==> src/rtl/vga_scanout_controller_pkg.sv <==
// Shared types and default 800x600 raster constants for the VGA scan-out path.
package vga_scanout_controller_pkg;

    typedef logic [3:0] VgaColorNumber_t;

    localparam int VGA_CNT_W = 12;

    typedef struct packed {
        logic [VGA_CNT_W-1:0] hcnt;
        logic [VGA_CNT_W-1:0] vcnt;
        logic                 active;
        logic                 hs;
        logic                 vs;
    } VgaTiming_t;

    typedef enum logic {
        TG_HOLD = 1'b0,
        TG_RUN  = 1'b1
    } tg_state_t;

    localparam int VGA_H_ACTIVE = 800;
    localparam int VGA_H_FP     = 56;
    localparam int VGA_H_SYNC   = 120;
    localparam int VGA_H_BP     = 64;
    localparam int VGA_V_ACTIVE = 600;
    localparam int VGA_V_FP     = 37;
    localparam int VGA_V_SYNC   = 6;
    localparam int VGA_V_BP     = 23;

    // True when cnt lies in [lo, lo+len).
    function automatic logic in_window(input logic [VGA_CNT_W-1:0] cnt, input int lo, input int len);
        int c;
        c = int'(cnt);
        return (c >= lo) && (c < lo + len);
    endfunction

endpackage

==> src/rtl/vga_scanout_controller_timing_gen.sv <==
// Raster counters with sync/active decode; exposes next-cycle decode so the top can register fetches.
// Latency: frame_start is registered and aligned with the counters (stage 0). Optional irq tap: VGA_VBLANK_IRQ_EN.
// Backpressure: none, free-running once out of reset.
module vga_scanout_controller_timing_gen
    import vga_scanout_controller_pkg::*;
#(
    parameter int H_ACTIVE = VGA_H_ACTIVE,
    parameter int H_FP     = VGA_H_FP,
    parameter int H_SYNC   = VGA_H_SYNC,
    parameter int H_BP     = VGA_H_BP,
    parameter int V_ACTIVE = VGA_V_ACTIVE,
    parameter int V_FP     = VGA_V_FP,
    parameter int V_SYNC   = VGA_V_SYNC,
    parameter int V_BP     = VGA_V_BP
) (
    input  logic clk,
    input  logic rst,
    output logic frame_start,
    output logic frame_start_nxt,
    output logic nxt_active,
    output logic nxt_fetch,
    output logic nxt_hs,
    output logic nxt_vs
`ifdef VGA_VBLANK_IRQ_EN
    ,
    output logic nxt_last
`endif
);

    localparam int H_TOTAL = H_ACTIVE + H_FP + H_SYNC + H_BP;
    localparam int V_TOTAL = V_ACTIVE + V_FP + V_SYNC + V_BP;

    tg_state_t              state;
    tg_state_t              state_nxt;
    logic [VGA_CNT_W-1:0]   h_cnt;
    logic [VGA_CNT_W-1:0]   v_cnt;
    VgaTiming_t             nxt;

    // The first cycle out of reset holds h=0,v=0 so that position gets a real frame_start.
    always_comb begin
        state_nxt = TG_RUN;
        nxt       = '0;
        if (state == TG_RUN) begin
            if (int'(h_cnt) == H_TOTAL - 1) begin
                nxt.hcnt = '0;
                nxt.vcnt = (int'(v_cnt) == V_TOTAL - 1) ? '0 : v_cnt + VGA_CNT_W'(1);
            end else begin
                nxt.hcnt = h_cnt + VGA_CNT_W'(1);
                nxt.vcnt = v_cnt;
            end
        end
        nxt.active = in_window(nxt.hcnt, 0, H_ACTIVE) && in_window(nxt.vcnt, 0, V_ACTIVE);
        nxt.hs     = in_window(nxt.hcnt, H_ACTIVE + H_FP, H_SYNC);
        nxt.vs     = in_window(nxt.vcnt, V_ACTIVE + V_FP, V_SYNC);
    end

    assign frame_start_nxt = (nxt.hcnt == '0) && (nxt.vcnt == '0);
    assign nxt_active      = nxt.active;
    assign nxt_fetch       = nxt.active && (nxt.hcnt[2:0] == 3'd0);
    assign nxt_hs          = nxt.hs;
    assign nxt_vs          = nxt.vs;
`ifdef VGA_VBLANK_IRQ_EN
    assign nxt_last        = nxt.active && (int'(nxt.hcnt) == H_ACTIVE - 1)
                             && (int'(nxt.vcnt) == V_ACTIVE - 1);
`endif

    always_ff @(posedge clk) begin
        if (rst) begin
            state       <= TG_HOLD;
            h_cnt       <= '0;
            v_cnt       <= '0;
            frame_start <= 1'b0;
        end else begin
            state       <= state_nxt;
            h_cnt       <= nxt.hcnt;
            v_cnt       <= nxt.vcnt;
            frame_start <= frame_start_nxt;
        end
    end

endmodule

==> src/rtl/vga_scanout_controller.sv <==
// VGA scan-out: raster timing, framebuffer word fetch, nibble unpack to palette index. Optional vblank irq: VGA_VBLANK_IRQ_EN.
// Latency: sync/de/color_number lag stage-0 counters by RD_LATENCY+1 cycles; fb_rd_en is aligned with stage 0.
// Backpressure: none; the framebuffer must return data exactly RD_LATENCY cycles after each strobe.
module vga_scanout_controller
    import vga_scanout_controller_pkg::*;
#(
    parameter int   H_ACTIVE   = VGA_H_ACTIVE,
    parameter int   H_FP       = VGA_H_FP,
    parameter int   H_SYNC     = VGA_H_SYNC,
    parameter int   H_BP       = VGA_H_BP,
    parameter int   V_ACTIVE   = VGA_V_ACTIVE,
    parameter int   V_FP       = VGA_V_FP,
    parameter int   V_SYNC     = VGA_V_SYNC,
    parameter int   V_BP       = VGA_V_BP,
    parameter logic HSYNC_POL  = 1'b1,
    parameter logic VSYNC_POL  = 1'b1,
    parameter int   RD_LATENCY = 2,
    parameter int   ADDR_W     = 17
) (
    input  logic              clk,
    input  logic              rst,
    input  logic              enable,
    input  logic [ADDR_W-1:0] fb_base,
    output logic              fb_rd_en,
    output logic [ADDR_W-1:0] fb_rd_addr,
    input  logic [31:0]       fb_rd_data,
    output VgaColorNumber_t   color_number,
    output logic              hsync,
    output logic              vsync,
    output logic              de,
    output logic              frame_start
`ifdef VGA_VBLANK_IRQ_EN
    ,
    output logic              irq,
    input  logic              irq_ack
`endif
);

    localparam int LAT = RD_LATENCY + 1;

    logic                  fs_nxt;
    logic                  nxt_active;
    logic                  nxt_fetch;
    logic                  nxt_hs;
    logic                  nxt_vs;
    logic                  enable_q;
    logic [ADDR_W-1:0]     ptr;
    logic                  en_eff;
    logic [ADDR_W-1:0]     ptr_eff;
    logic                  fetch_nxt;
    logic [RD_LATENCY-1:0] rd_dly;
    logic [27:0]           pix_sr;
    logic [LAT:0]          de_pipe;
    logic [LAT:0]          hs_pipe;
    logic [LAT:0]          vs_pipe;
    logic [LAT-1:0]        pix_pipe;

`ifdef VGA_VBLANK_IRQ_EN
    logic                  nxt_last;
    logic [LAT:0]          last_pipe;
`endif

    vga_scanout_controller_timing_gen #(
        .H_ACTIVE (H_ACTIVE),
        .H_FP     (H_FP),
        .H_SYNC   (H_SYNC),
        .H_BP     (H_BP),
        .V_ACTIVE (V_ACTIVE),
        .V_FP     (V_FP),
        .V_SYNC   (V_SYNC),
        .V_BP     (V_BP)
    ) u_timing (
        .clk             (clk),
        .rst             (rst),
        .frame_start     (frame_start),
        .frame_start_nxt (fs_nxt),
        .nxt_active      (nxt_active),
        .nxt_fetch       (nxt_fetch),
        .nxt_hs          (nxt_hs),
        .nxt_vs          (nxt_vs)
`ifdef VGA_VBLANK_IRQ_EN
        ,
        .nxt_last        (nxt_last)
`endif
    );

    // Frame-start values are latched on the edge entering h=0,v=0, so that
    // cycle's fetch already uses the new enable and base.
    always_comb begin
        en_eff    = fs_nxt ? enable  : enable_q;
        ptr_eff   = fs_nxt ? fb_base : ptr;
        fetch_nxt = nxt_fetch && en_eff;
    end

    always_ff @(posedge clk) begin
        if (rst) begin
            enable_q   <= 1'b0;
            ptr        <= '0;
            fb_rd_en   <= 1'b0;
            fb_rd_addr <= '0;
        end else begin
            enable_q <= en_eff;
            fb_rd_en <= fetch_nxt;
            if (fetch_nxt) begin
                fb_rd_addr <= ptr_eff;
                ptr        <= ptr_eff + ADDR_W'(1);
            end else begin
                ptr        <= ptr_eff;
            end
        end
    end

    // Word arrives in the cycle before its first pixel is shown; nibble 0 goes
    // straight to the output and the rest queue in the shift register.
    always_ff @(posedge clk) begin
        if (rst) begin
            rd_dly       <= '0;
            pix_sr       <= '0;
            color_number <= '0;
            de_pipe      <= '0;
            pix_pipe     <= '0;
            hs_pipe      <= {(LAT+1){~HSYNC_POL}};
            vs_pipe      <= {(LAT+1){~VSYNC_POL}};
        end else begin
            rd_dly[0] <= fb_rd_en;
            for (int i = 1; i < RD_LATENCY; i++) begin
                rd_dly[i] <= rd_dly[i-1];
            end

            de_pipe[0]  <= nxt_active;
            pix_pipe[0] <= nxt_active && en_eff;
            hs_pipe[0]  <= nxt_hs ? HSYNC_POL : ~HSYNC_POL;
            vs_pipe[0]  <= nxt_vs ? VSYNC_POL : ~VSYNC_POL;
            for (int i = 1; i <= LAT; i++) begin
                de_pipe[i] <= de_pipe[i-1];
                hs_pipe[i] <= hs_pipe[i-1];
                vs_pipe[i] <= vs_pipe[i-1];
            end
            for (int i = 1; i < LAT; i++) begin
                pix_pipe[i] <= pix_pipe[i-1];
            end

            if (rd_dly[RD_LATENCY-1]) begin
                pix_sr <= fb_rd_data[31:4];
            end else begin
                pix_sr <= {4'd0, pix_sr[27:4]};
            end

            if (!pix_pipe[LAT-1]) begin
                color_number <= '0;
            end else if (rd_dly[RD_LATENCY-1]) begin
                color_number <= fb_rd_data[3:0];
            end else begin
                color_number <= pix_sr[3:0];
            end
        end
    end

    assign de    = de_pipe[LAT];
    assign hsync = hs_pipe[LAT];
    assign vsync = vs_pipe[LAT];

`ifdef VGA_VBLANK_IRQ_EN
    // last_pipe[LAT] marks the final visible pixel at the output; de drops on the next cycle.
    always_ff @(posedge clk) begin
        if (rst) begin
            last_pipe <= '0;
            irq       <= 1'b0;
        end else begin
            last_pipe[0] <= nxt_last;
            for (int i = 1; i <= LAT; i++) begin
                last_pipe[i] <= last_pipe[i-1];
            end
            if (irq_ack) begin
                irq <= 1'b0;
            end else if (last_pipe[LAT]) begin
                irq <= 1'b1;
            end
        end
    end
`endif

endmodule

==> config.mk <==
export PLATFORM = sky130hd
export DESIGN_NAME = vga_scanout_controller
export DESIGN_NICKNAME = d
export VERILOG_FILES = /design/src/rtl/vga_scanout_controller_pkg.sv /design/src/rtl/vga_scanout_controller_timing_gen.sv /design/src/rtl/vga_scanout_controller.sv
export SDC_FILE = /design/constraint.sdc
export NUM_CORES = 1
export LEC_CHECK = 0
export ABC_CLOCK_PERIOD_IN_PS = 10820
export BUFFER_PORTS_ARGS = -buffer_cell sky130_fd_sc_hd__buf_2
export CORE_MARGIN = 4
export CORE_UTILIZATION = 40
export CTS_CLUSTER_SIZE = 25
export DETAILED_ROUTE_END_ITERATION = 8
export PLACE_DENSITY = 0.63
export SYNTH_ARGS = -nofsm -noshare
export SYNTH_HDL_FRONTEND = slang
export SYNTH_SLANG_ARGS = --single-unit
==> constraint.sdc <==
create_clock -name clk -period 10.82 [get_ports clk]
set_clock_uncertainty 0.15 [all_clocks]
set_input_delay 2.164 -clock clk [delete_from_list [all_inputs] [get_ports clk]]
set_output_delay 2.164 -clock clk [all_outputs]
set_load 0.03 [all_outputs]
==> results.sh <==
export IMPL_status="finished, final reports clean"
export IMPL_vdd_drop_max_v=0.0000926
export IMPL_path_max_fanout=27
export IMPL_hold_violations=0
export IMPL_insertion_delay_ns=0.35
export IMPL_drt_iter0_drc=419
export IMPL_htree_levels=3
export IMPL_cp_arrival_ns=5.73
export IMPL_post_route_drc_count=0
export IMPL_routed_wl_um=13100
export IMPL_yosysTopAreaCell="dfxtp_1"
export IMPL_die_h_um=122
export IMPL_report_final_slew_viol_count=0
export IMPL_drive_above_1_share=0.191
export IMPL_n_fill_cell=1246
export IMPL_syn2layout_area_growth_pct=16.0
export IMPL_min_from="hs_pipe[2]"
export IMPL_min_period_over_period=0.517
export IMPL_cts_sinks=111
export IMPL_numCtsBuffers=9
export IMPL_slew_headroom=0.377
export IMPL_placed_cell_area_um2=5760
export IMPL_syn_instance_count=573
export IMPL_post_route_util=0.478
export IMPL_grtUsageTotal=0.174
export IMPL_cp_required_ns=10.95
export IMPL_first_pass_iters=5
export IMPL_cp_start_kind="flop"
export IMPL_path_class="reg -> reg"
export IMPL_maxCapViolCount=0
export IMPL_worst_slack_ns=5.22
export IMPL_rows=41
export IMPL_hold_path_class="reg -> reg"
export IMPL_yosysWarnings=0
export IMPL_postCtsHoldBufs=0
export IMPL_grt_pass1_wl_um=21000
export IMPL_start_util=0.412
export IMPL_final_design_area_no_fill_um2=6080
export IMPL_grt_pass1_vias=4201
export IMPL_core_um2=12700
export IMPL_overflow=0
export IMPL_grt_antenna_before_repair=0
export IMPL_dp_slack_ns=5.32
export IMPL_cts_setup_buffers=0
export IMPL_ff2ff_path_depth=13
export IMPL_port_buffers=77
export IMPL_cts_root_buf="clkbuf_16"
export IMPL_ys_types=69
export IMPL_dr_total_vias=4494
export IMPL_ant_nets=0
export IMPL_tritoncts="built"
export IMPL_postSynthAreaPerCell_um2=9.14
export IMPL_wl_per_cell_um=16.1
export IMPL_synth_area_leaders="dfxtp_1 (42%), mux2i_1 (9.2%), nor2_1 (5.8%)"
export IMPL_grt_start_max_net_pins=85
export IMPL_reg2reg_from="u_timing.h_cnt[0]"
export IMPL_mostFrequentLayoutCell="dfxtp_1"
export IMPL_tightest_slew_ns=0.921
export IMPL_mostFrequentLayoutCells="dfxtp_1 (111), nor2_1 (81), buf_2 (77), mux2i_1 (48), nand2_1 (34)"
export IMPL_async_flop_share=0
export IMPL_syn_area_um2=5240
export IMPL_reg2reg_to="ptr[16]"
export IMPL_clk_pin_slew_ns=0.07
export IMPL_rrSetupSlack_ns=5.22
export IMPL_ys_seq_area_frac=0.424
export IMPL_gp_congestion=0.931
export IMPL_p_leak_nw=2.29
export IMPL_ys_flop_type="dfxtp_1"
export IMPL_num_nets_final=695
export IMPL_die_area_um2=15000
export IMPL_post_cts_resize_count=0
export IMPL_p_per_area_nw_per_um2=143
export IMPL_rsz0062_at_grt="false"
export IMPL_synth_top_area_frac=0.424
export IMPL_fmax_ghz=0.179
export IMPL_setup_violations=0
export IMPL_total_power_w=0.000871
export IMPL_synth_edf_count=0
export IMPL_syn_num_nets=629
export IMPL_fp_dieW_um=122
export IMPL_timing_final_crit_period_ns=5.60
export IMPL_diodes=0
export IMPL_synth_seq_cells=111
export IMPL_crit_path_end_kind="flop"
export IMPL_dp_hpwl_um=9580
export IMPL_clock_path_buffers=2
export IMPL_viasPerCell=5.51
export IMPL_fin_setup_tns_ns=0
export IMPL_holdPathEnd="hs_pipe[3]"
export IMPL_num_io_pins=78
export IMPL_hold_path_depth=1
[metal layers]
metal	vias up	part of all wire	global-route usage
met2	130	0.44	0.266
met1	2111	0.48	0.251
met4	0	0.015	0.0609
met5	-	0	0
met3	16	0.057	0.0258
li1	2237	-	-
[critical path: stages (launching register included)]
cell and delay, ns:
dfxtp_1 0.39, ha_1 0.25, and3_1 0.33, nand4_2 0.27, o21ai_0 0.64, o221ai_1 0.24
nor4b_1 0.81, nand3_2 0.78, mux2i_1 0.33, inv_1 0.10, ha_1 0.27, o211ai_2 0.28
a2111oi_2 0.47, mux2i_1 0.22
[power breakdown]
part	internal, W	switching [W]	total [W]
Combinational	0.0000328	0.0000565	0.0000892
Sequential	0.000422	0.00000801	0.000430
Clock	0.000195	0.000157	0.000352
[state kept, by name, summed over array words and instances (netlist names)]
register              flops
pix_sr                   28
fb_rd_addr               17
ptr                      17
u_timing.h_cnt           12
u_timing.v_cnt           12
color_number              4
de_pipe                   4
hs_pipe                   4
vs_pipe                   4
pix_pipe                  3
rd_dly                    2
enable_q                  1
fb_rd_en                  1
u_timing.frame_start      1
u_timing.state            1
[stage by stage]
step | cells | hold slack (ns)
global route | 816 | 0.297
detailed placement | 800 | 0.271
floorplan | 573 | 0.264
global placement | 800 | 0.267
CTS | 816 | 0.288
finish | 816 | 0.286
[worst max-delay path by stage]
stage,slack (ns),from,cells after the start,end
floorplan,6.51,u_timing.h_cnt[0],14,ptr[16]
CTS,5.27,u_timing.h_cnt[0],13,ptr[16]
finish,5.22,u_timing.h_cnt[0],13,ptr[16]
global route,4.75,u_timing.h_cnt[0],13,ptr[16]
global placement,5.58,u_timing.h_cnt[0],13,ptr[16]
detailed placement,5.32,u_timing.h_cnt[0],13,ptr[16]
[cell type report]
| type | count | area, um2 | share of cell area |
|---|---|---|---|
| repair buffers | 81 | 415 | 0.0684 |
| inverters | 5 | 18.8 | 0.00309 |
| flip-flops and latches | 111 | 2220 | 0.366 |
| clock inverters | 5 | 63.8 | 0.0105 |
| clock buffers | 11 | 253 | 0.0416 |
| well taps | 172 | 215 | 0.0354 |
| multi-input cells | 431 | 2890 | 0.475 |
[cells by family (layout without fill, tap and decap cells)]
kind of cell | count (synthesis) | in the layout | share of synthesized area
buffers and inverters | 31 | 102 | 0.0246
AND/OR/NAND/NOR | 250 | 250 | 0.251
XOR/XNOR | 25 | 25 | 0.0418
adder cells (fa/ha/maj) | 4 | 4 | 0.00955
multiplexers | 54 | 54 | 0.105
AO/OA/AOI/OAI | 98 | 98 | 0.145
flip-flops | 111 | 111 | 0.424
[synth_stat cells, types with 6 or more instances]
cell      instances
clkbuf_1         21
nor4_1            6
nand2_1          34
mux2i_1          48
nand3_1          25
o211ai_1          7
and2_1           10
o21ai_0           8
a21oi_1          14
nor2b_1          15
dfxtp_1         111
nor2_1           81
and3_1            6
nor3_1           22
mux2_2            6
a31oi_1           6
xnor2_1          11
o31a_1            6
nand4_1          14
xor2_1           14
a211oi_1         14
Note: power is estimated with default switching activity, not from simulation.
